[src/rtl/hamming_ecc_top_if.sv]
// Bundles the encoder/decoder data path: the word and injection requests in,
// the decoded word, error flags and debug codeword out.
interface hamming_ecc_top_if;
  logic [31:0] data;
  logic        inject_error;
  logic        inject_double;
  logic [31:0] dec_data;
  logic        single_err;
  logic        double_err;
  logic [38:0] codeword;

  // No valid/ready pair: a new word is accepted on every rising clk edge and
  // its result appears on the outputs exactly two edges later, with no stalls.
  modport master (
    output data, inject_error, inject_double,
    input  dec_data, single_err, double_err, codeword
  );

  modport slave (
    input  data, inject_error, inject_double,
    output dec_data, single_err, double_err, codeword
  );
endinterface

[src/rtl/hamming_ecc_top.sv]
// Two-stage SECDED Hamming(39,32): stage 1 encodes and applies error injection,
// stage 2 computes syndrome/parity, corrects single errors and flags doubles.
module hamming_ecc_top #(
  parameter int INJECT_POS  = 5,
  parameter int INJECT_POS2 = 9
) (
  input logic              clk,
  input logic              rst_n,
  hamming_ecc_top_if.slave bus
);

  localparam logic [38:0] MASK1 = 39'(1) << INJECT_POS;
  localparam logic [38:0] MASK2 = 39'(1) << INJECT_POS2;

  // Data fills non-power-of-two positions; parity bit 2^k covers indices with bit k set.
  function automatic logic [38:0] encode(input logic [31:0] d);
    logic [38:0] cw;
    int          j;
    logic        par;
    cw = '0;
    j  = 0;
    for (int p = 1; p < 39; p++) begin
      if ((p & (p - 1)) != 0) begin
        cw[p] = d[j];
        j++;
      end
    end
    for (int k = 0; k < 6; k++) begin
      par = 1'b0;
      for (int p = 1; p < 39; p++) begin
        if (((p >> k) & 1) == 1) par = par ^ cw[p];
      end
      cw[1 << k] = par;
    end
    cw[0] = ^cw[38:1];
    return cw;
  endfunction

  function automatic logic [31:0] extract(input logic [38:0] cw);
    logic [31:0] d;
    int          j;
    d = '0;
    j = 0;
    for (int p = 1; p < 39; p++) begin
      if ((p & (p - 1)) != 0) begin
        d[j] = cw[p];
        j++;
      end
    end
    return d;
  endfunction

  logic [38:0] mask;
  logic [38:0] cw_q;
  logic [5:0]  syndrome;
  logic        parity;
  logic [38:0] fixed;
  logic        single_d;
  logic        double_d;
  logic [31:0] dec_q;
  logic        single_q;
  logic        double_q;

  always_comb begin
    mask = '0;
    if (bus.inject_error) begin
      mask = MASK1;
      if (bus.inject_double) mask = mask | MASK2;
    end
  end

  always_ff @(posedge clk or negedge rst_n) begin
    if (!rst_n) cw_q <= '0;
    else        cw_q <= encode(bus.data) ^ mask;
  end

  always_comb begin
    syndrome = '0;
    for (int p = 1; p < 39; p++) begin
      if (cw_q[p]) syndrome = syndrome ^ 6'(p);
    end
    parity   = ^cw_q;
    fixed    = cw_q;
    single_d = 1'b0;
    double_d = 1'b0;
    if (syndrome == 6'd0) begin
      // Only bit 0 can be wrong here; the data positions are intact.
      single_d = parity;
    end else if (parity && syndrome <= 6'd38) begin
      fixed[syndrome] = ~cw_q[syndrome];
      single_d        = 1'b1;
    end else begin
      double_d = 1'b1;
    end
  end

  always_ff @(posedge clk or negedge rst_n) begin
    if (!rst_n) begin
      dec_q    <= '0;
      single_q <= 1'b0;
      double_q <= 1'b0;
    end else begin
      dec_q    <= extract(fixed);
      single_q <= single_d;
      double_q <= double_d;
    end
  end

  assign bus.codeword   = cw_q;
  assign bus.dec_data   = dec_q;
  assign bus.single_err = single_q;
  assign bus.double_err = double_q;

endmodule

[src/flat_wrapper.sv]
// flat-port wrapper written by rule: the top's interface ports become plain ports
module hamming_ecc_top_flat 
#(
  parameter int INJECT_POS  = 5,
  parameter int INJECT_POS2 = 9
)
  (clk, rst_n, bus_data, bus_inject_error, bus_inject_double, bus_dec_data, bus_single_err, bus_double_err, bus_codeword);
  hamming_ecc_top_if bus_i ();
  input logic clk;
  input logic rst_n;
  input wire logic [$bits(bus_i.data)-1:0] bus_data;
  input wire logic [$bits(bus_i.inject_error)-1:0] bus_inject_error;
  input wire logic [$bits(bus_i.inject_double)-1:0] bus_inject_double;
  output wire logic [$bits(bus_i.dec_data)-1:0] bus_dec_data;
  output wire logic [$bits(bus_i.single_err)-1:0] bus_single_err;
  output wire logic [$bits(bus_i.double_err)-1:0] bus_double_err;
  output wire logic [$bits(bus_i.codeword)-1:0] bus_codeword;
  assign bus_i.data = bus_data;
  assign bus_i.inject_error = bus_inject_error;
  assign bus_i.inject_double = bus_inject_double;
  assign bus_dec_data = bus_i.dec_data;
  assign bus_single_err = bus_i.single_err;
  assign bus_double_err = bus_i.double_err;
  assign bus_codeword = bus_i.codeword;
  hamming_ecc_top #(.INJECT_POS(INJECT_POS), .INJECT_POS2(INJECT_POS2)) u_core (.clk(clk), .rst_n(rst_n), .bus(bus_i));
endmodule
[config.mk]
export PLATFORM = sky130hd
export DESIGN_NAME = hamming_ecc_top_flat
export DESIGN_NICKNAME = d
export VERILOG_FILES = /design/src/rtl/hamming_ecc_top_if.sv /design/src/rtl/hamming_ecc_top.sv /design/src/flat_wrapper.sv
export SDC_FILE = /design/constraint.sdc
export NUM_CORES = 1
export LEC_CHECK = 0
export CORE_MARGIN = 2
export CORE_UTILIZATION = 39
export CTS_CLUSTER_DIAMETER = 200
export CTS_CLUSTER_SIZE = 14
export DETAILED_ROUTE_END_ITERATION = 16
export PLACE_DENSITY = 0.66
export SETUP_SLACK_MARGIN = 0.5
export SLEW_MARGIN = 0
export SYNTH_ARGS = -nofsm -noshare
export SYNTH_HDL_FRONTEND = slang
export SYNTH_SLANG_ARGS = --single-unit
[constraint.sdc]
create_clock -name clk -period 4.77 [get_ports clk]
set_input_delay 0.954 -clock clk [delete_from_list [all_inputs] [get_ports clk]]
set_output_delay 0.954 -clock clk [all_outputs]
set_load 0.02 [all_outputs]
==> out/results.txt, run 1 <==
The flow ran to the end, and the final reports show no timing, DRC or antenna violations. The slowest stage of the critical path is the sky130_fd_sc_hd__xnor3_1 cell. The repair_antennas step left the layout with diodes totalling 0. The number of instances on the worst hold path was 1. The clock transition time at the flip-flop clock pins of the worst setup and hold paths is 0.08 ns. After technology mapping, the gate count stands at 366. The tools report the post-layout worst setup margin as 1.07 ns. The layout overhead on the synthesized area was 33.0%. Dividing total power by cell area gives a power density of 747 mW/mm^2.

Dividing the final minimum period by the clock period gives 77.6%. The run gives 0.00438 sq mm as the cell area after synthesis. Global routing consumed, over all layers together, 21.3% of the routing resources.

After layout, the minimum clock period comes to 3.70 ns. For this run, the leading register cell type out of synthesis is sky130_fd_sc_hd__dfrtp_1. Ranked by instance count, the synthesized netlist is headed by sky130_fd_sc_hd__xnor2_1, sky130_fd_sc_hd__dfrtp_1, sky130_fd_sc_hd__xor2_1, sky130_fd_sc_hd__mux2_2, sky130_fd_sc_hd__nor3_1. Summed over all layers, the routed wires come to 12.2 mm. On the worst path, the slowest cell contributes a delay of 0.99 ns.

For the total count of hold-check failures in the final report, the log shows 0. In this run, distinct cell masters in the synthesized netlist total 54. The initial utilization of the core area, before any placement, comes to 40.2%. Setup violations remaining at the end of the flow were counted as 0.

After clock tree synthesis, the flow added hold-fix buffers numbering 0. The critical path is of the reg2reg type. The deepest clock path buffer count came out at 2. The logs give 0 for the reported max-cap violation count and 26.9% for the worst-case headroom to the max-slew limit. The number of vias per cell was 5.09; the biggest fanout along the worst timing path was 26. Leakage power of the design: 2.23 nW. Power comes to 4.35 mW.

The maximum level of the CTS H-tree was 3; the height of the die was 110 um. In the post-synthesis netlist, the cell with the most instances is sky130_fd_sc_hd__xnor2_1. For this run, the top clock speed supported by timing is 270 MHz. The clock reaches the later pin of the worst-skew pair after 0.37 ns.

TritonCTS built the clock tree. The wire length of the first global-routing pass is 18.6 mm, and the initial antenna violation count is 0. For this run, asynchronously set or reset flops after synthesis account for 100%. The routed layout has 3180 vias. The tools report the number of violations reported at the end of detailed-routing iteration 0 as 161. The tree is rooted in a sky130_fd_sc_hd__clkbuf_8. The slew at the pin closest to its max-slew limit is 1.10 ns. Dividing the detail-routed wire length by the instance count gives 19.4 um. The full die area is 0.0121 sq mm, and the logic depth of the worst setup path including buffers is 7. The depth of the most critical reg-to-reg path works out to 7. Post-synthesis average cell area: 12.0 sq um. For the final count of pins violating max slew, the log shows 0. Fill cells in the final layout number 958.

The worst setup path is captured at a register. The pre-antenna-repair detailed-routing pass consisted of 4 iterations. Counting every sink on the clock net gives 73. The run gives 0.00183 sq mm as the area used by sequential logic in the layout.

The count of buffer and inverter cells on the critical path was 0; the placement row count was 38. The synthesized design contains 0 enable-type register cells. Summing the sequential cell areas from Yosys gives 41.7% of the chip area. The number of nets handed over by synthesis was 402. Of the post-synthesis cell area, the dominant cell type holds 41.7%. The min-delay analysis places its worst path in the category reg2reg. Port buffering added 108 buffers. Broken down by cell family, the worst path's largest delay share belongs to XOR/XNOR gates. The wire-length estimate of the detail-placed layout is 9.41 mm.

At the placement stage, the worst setup path has a slack of 1.17 ns. The logs give 43 for the largest net degree at the start of global routing and 0 for the total of cells resized after clock tree synthesis. By area the synthesized netlist is led by sky130_fd_sc_hd__dfrtp_1, sky130_fd_sc_hd__xnor2_1, sky130_fd_sc_hd__mux2_2. At the end of routability-driven placement, the weighted congestion stood at 0.966. The arrival time at the worst endpoint was 3.95 ns.

Setup repair after global routing left no endpoint under its margin. Data on the critical path is required at its endpoint by 5.01 ns. The post-route netlist has 14.2% of its cells at a drive strength greater than 1. For the number of clock buffers inserted by TritonCTS, the log shows 9.

After global routing the overflow that remains totals 0. Hold timing on the final database bottoms out at a slack of 0.591 ns. Synthesis inferred 73 register bits. For this run, the number of Yosys warnings is 0.

In this run the post-CTS setup repair buffer count came out at 0. Library cell appearing most often on the critical path: sky130_fd_sc_hd__xnor3_1. The final layout contains 516 nets. The cell taking the most area after synthesis was sky130_fd_sc_hd__dfrtp_1.

The logs give 0 for the number of remaining DRC errors and 344 uV for the worst ir drop on vdd. The worst setup path is launched from a register. The antenna violation net count after detailed routing was 0. The width of the die is 110 um, and the clock tree skew after final layout is 0.0117 ns.

The number of global-route vias before repair was 3319; the area of the placeable core was 0.0109 sq mm. For the count of boundary I/O pins, the log shows 109. Traced cell by cell, the critical path runs through xor2_1 -> xnor3_1 -> xnor2_2 -> xnor3_1 -> nand2b_1 -> nor3_1 -> mux2_2. In the final layout, the multi-input gates occupy 0.00249 sq mm.

The setup TNS is 0 ns.
through the flow:
stage / utilization, % / instance area (sq um) / cells
floorplan: - / 4380 / 366
global placement: 51.4 / 5590 / 609
detailed placement: 51.4 / 5590 / 609
CTS: 53.5 / 5820 / 625
global route: 53.5 / 5820 / 625
finish: 53.5 / 5820 / 625
cell families (layout without fill, tap and decap cells):
kind of cell | count (synthesis) | in the layout | synth area share (%)
and+or+nand+nor | 82 | 82 | 10.5
xor gates and xnor gates | 135 | 135 | 31.0
muxes | 39 | 39 | 10.0
DFF | 73 | 73 | 41.7
AOI/OAI and AO/OA | 27 | 27 | 5.17
buffers and inverters | 10 | 129 | 1.51
layout by cell type, fill, tap and decap left out, types with 3 or more instances in the layout:
master,instances
sky130_fd_sc_hd__xnor2_2,6
sky130_fd_sc_hd__and3_1,3
sky130_fd_sc_hd__xor2_1,26
sky130_fd_sc_hd__dfrtp_1,73
sky130_fd_sc_hd__a21oi_1,5
sky130_fd_sc_hd__xnor3_1,6
sky130_fd_sc_hd__nand2b_1,8
sky130_fd_sc_hd__clkbuf_8,11
sky130_fd_sc_hd__nand2_1,14
sky130_fd_sc_hd__xnor2_1,93
sky130_fd_sc_hd__buf_4,3
sky130_fd_sc_hd__nand3_1,12
sky130_fd_sc_hd__nor2_1,10
sky130_fd_sc_hd__mux2i_1,9
sky130_fd_sc_hd__nor3b_1,4
sky130_fd_sc_hd__nor3_1,18
sky130_fd_sc_hd__mux2_2,25
sky130_fd_sc_hd__clkdlybuf4s50_1,107
sky130_fd_sc_hd__mux2_1,4
cell type report:
cell class                 instances  area share, %
timing repair buffer             111           18.9
multi-input combinational        283           42.7
sequential                        73           31.4
clock buffer                      11           2.60
inverter                           2          0.129
clock inverter                     5           1.33
tap                              140           3.01
path summary, 6_finish.rpt:
kind                            slack, ns                       to                    start
min in group asynchronous            0.64  u_core.bus.codeword[35]                    rst_n
max in group asynchronous            3.11   u_core.bus.dec_data[5]                    rst_n
worst max register to register       1.07   u_core.bus.dec_data[9]  u_core.bus.codeword[35]
worst min register to register       0.59   u_core.bus.dec_data[2]   u_core.bus.codeword[6]
worst min-delay path                 0.59   u_core.bus.dec_data[2]   u_core.bus.codeword[6]
worst max-delay path                 1.07   u_core.bus.dec_data[9]  u_core.bus.codeword[35]
state kept, by name (all words and copies together) (netlist names):
name / cells
u_core.bus.codeword: 39
u_core.bus.dec_data: 32
u_core.bus.double_err: 1
u_core.bus.single_err: 1
layer usage:
layer	vias up	wire length, um	global-route usage (%)
li1	1486	-	-
met1	1517	5060	27.0
met2	149	5790	34.2
met3	28	893	5.22
met4	0	410	9.76
met5	-	0	0
power breakdown:
group	total, mW	internal, mW	switching, mW
logic	3.00	1.17	1.83
clock network	0.559	0.321	0.238
registers	0.796	0.714	0.0818
No activity file was read; power rests on OpenSTA's default activity.
==> run 2: changes to the inputs <==
==> constraint.sdc (replaced) <==
create_clock -name clk -period 3.5 [get_ports clk]
set_input_delay 0.7 -clock clk [delete_from_list [all_inputs] [get_ports clk]]
set_output_delay 0.7 -clock clk [all_outputs]
set_load 0.02 [all_outputs]
==> out/results.txt, run 2 (same netlist as run 1, synthesis figures left out) <==
In this run, flip-flops and latches consume 15.5% of the power. In this run the core area contains 38 standard-cell rows. The H-tree generated during clock tree synthesis spans 3 levels.

The core region is 0.0109 sq mm. In the final timing run, aggregate negative setup slack is 0 ns. Capturing element type of the critical path: a register.

The root buffer cell is sky130_fd_sc_hd__clkbuf_8. Once detailed placement completed, the half-perimeter wirelength came to 9.65 mm. From bottom edge to top edge, the die measures 110 um. The pre-antenna-repair detailed-routing pass consisted of 4 iterations. After layout, the minimum clock period comes to 2.96 ns. On the critical path, the stage with the largest delay is an instance of sky130_fd_sc_hd__dfrtp_2. Dividing the detail-routed via count by the number of cells gives 5.11. At the end of the flow, the number of nets in the layout was 542.

The number of buffers and inverters on the critical path is 2. Global routing finished with a remaining overflow of 0. 0 antenna diodes ended up in the layout. Across the VDD grid, the largest voltage drop is 739 uV. The overall routed net length is 12.6 mm, and the layout overhead on the synthesized area is 44.0%.

After clock tree synthesis, the clock-pin slew on the worst setup and hold paths is 0.09 ns. The clock tree skew after final layout is 0.0138 ns, and the biggest fanout along the worst timing path is 9. The arrival time at the worst endpoint was 3.21 ns. For the worst-skew pair, the clock arrives at the later sink with an insertion delay of 0.36 ns. The wire length of the first global-routing pass is 19.0 mm. The cell area after placement was 0.00570 sq mm; the data required time of the critical path was 3.75 ns. The final count of pins violating max slew came out at 0. The setup slack after placement came out at 0.209 ns.

The number of setup violations in the final report was 0. The run gives 11.8% as the fraction of power consumed by the clock network. The total number of vias was 3324; the full die area was 0.0121 sq mm.

The logs give 3388 for the number of global-route vias before repair and 72.6% for the combinational group share of total power. The clock net in this run drives a total of 73 sinks. The largest net degree at the start of global routing is 74, and the net switching power is 3.37 mW. The initial antenna violation count was 0. The cell type group with the largest total delay on the critical path was simple AND/OR/NAND/NOR gates. Number of buffers added on ports: 108. In this run the deepest clock path goes through 2 buffers. For the leakage power of the design, the log shows 2.45 nW. For the achievable clock frequency, the log shows 338 MHz. The share of post-route cells with drive strength above 1 came out at 25.2%. The internal power component was 3.59 mW; the width of the die was 110 um.

The flow ran to the end, and the final reports show no timing, DRC or antenna violations. The detail route stage leaves a number of antenna-violating nets equal to 0. The tightest min-delay check is of the in2async type. The total count of hold-check failures in the final report is 0. For the pin with the worst max-slew slack, the measured transition is 0.910 ns. The switching fraction of total power works out to 48.4%.

The kind of critical path is reg2reg. The number of violations reported at the end of detailed-routing iteration 0 came out at 147. Clock tree synthesis inserted a total of 9 buffers.

TritonCTS built the clock tree. The register with the most flip-flops in the layout has 39 of them. Dividing the detail-routed wire length by the instance count gives 19.4 um. The design draws 6.96 mW. Walking the worst path, the cells encountered are xnor2_2 -> xnor2_2 -> buf_4 -> xnor2_4 -> or2_2 -> o211ai_1 -> buf_4 -> a31oi_4 -> nor3_4 -> mux2_2. The library cells used most frequently in the layout, excluding fill and tap cells, are sky130_fd_sc_hd__clkdlybuf4s50_1, sky130_fd_sc_hd__xnor2_1, sky130_fd_sc_hd__dfrtp_1, sky130_fd_sc_hd__buf_4, sky130_fd_sc_hd__mux2_2. After layout, the worst setup slack is 0.540 ns. The area of all placed cells without fillers was 0.00631 sq mm; the final-layout worst hold slack was 0.513 ns. The tool flagged a number of max-cap violations equal to 0.

After detailed routing, the number of remaining DRC violations is 0. For this run, the slowest stage of the critical path takes 0.50 ns. For the initial cell density of the core, the log shows 40.2%. Setup repair after global routing could not meet its margin everywhere. The most common cell after layout, fill and taps aside is sky130_fd_sc_hd__clkdlybuf4s50_1.

Post-route fraction of the period consumed by the critical path: 84.6%. The startpoint type of the worst setup path is a register. The logs give 109 for the count of boundary I/O pins and 0 for the number of hold buffers added after cts.

Worst-case headroom to the max-slew limit: 39.3%. Power per standard cell area: 1100 mW/mm^2. The congestion estimate from routability-driven global placement came to 0.898. Total global routing track utilization: 21.9%.
-- run 2: cell types whose count changed in the layout (fill, tap and decap cells not counted), moves of 5 or more --
cell	change
sky130_fd_sc_hd__xnor2_1	-12
sky130_fd_sc_hd__nor3_1	-6
sky130_fd_sc_hd__buf_4	+24
sky130_fd_sc_hd__xnor2_2	+9
sky130_fd_sc_hd__dfrtp_1	-5
sky130_fd_sc_hd__dfrtp_2	+5
-- run 2: power groups by stage --
stage	Clock, mW	Combinational (mW)	Sequential, mW
final	0.823	5.05	1.08
after global routing	0.876	5.38	1.10
after global placement	0	4.24	1.09
after CTS	0.837	4.45	1.08
after floorplan	0	2.99	1.21
after detailed placement	0	4.25	1.09
-- run 2: per-stage QoR --
stage,cells,utilization (%)
final,651,57.9
after CTS,643,55.6
after detailed placement,622,52.4
after global routing,651,57.9
after floorplan,366,-
after global placement,622,52.4
-- run 2: what timing repair did --
action                                 4_1_cts  5_1_grt
gates cloned                                 0        1
endpoints found under the hold margin        0        0
gates resized for setup                     12       31
setup endpoints to repair                   31       30
pin swaps                                    3       11
setup buffers                                5        7
-- run 2: layout make-up --
class	instances	area, sq um
clock inverter	6	115
tap	140	175
fill	933	4580
inverter	2	7.51
clock buffer	10	128
timing repair buffer	136	1300
multi-input combinational	284	2750
sequential	73	1830
-- run 2: final timing paths --
kind,from,to,slack [ns],cells past startpoint
setup / recovery,u_core.bus.codeword[31],u_core.bus.dec_data[11],0.54,10
min in group clk,u_core.bus.codeword[12],u_core.bus.dec_data[7],0.59,1
hold / removal,rst_n,u_core.bus.codeword[17],0.51,2
setup reg to reg,u_core.bus.codeword[31],u_core.bus.dec_data[11],0.54,10
max in group asynchronous,rst_n,u_core.bus.codeword[25],2.32,2
hold reg to reg,u_core.bus.codeword[12],u_core.bus.dec_data[7],0.59,1
-- run 2: layer usage --
metal	share of wire, %	GRT usage, %	up-vias
li1	-	-	1535
met1	43	29.5	1654
met2	49	35.5	118
met3	6.0	4.27	17
met4	1.8	6.87	0
met5	0	0	-
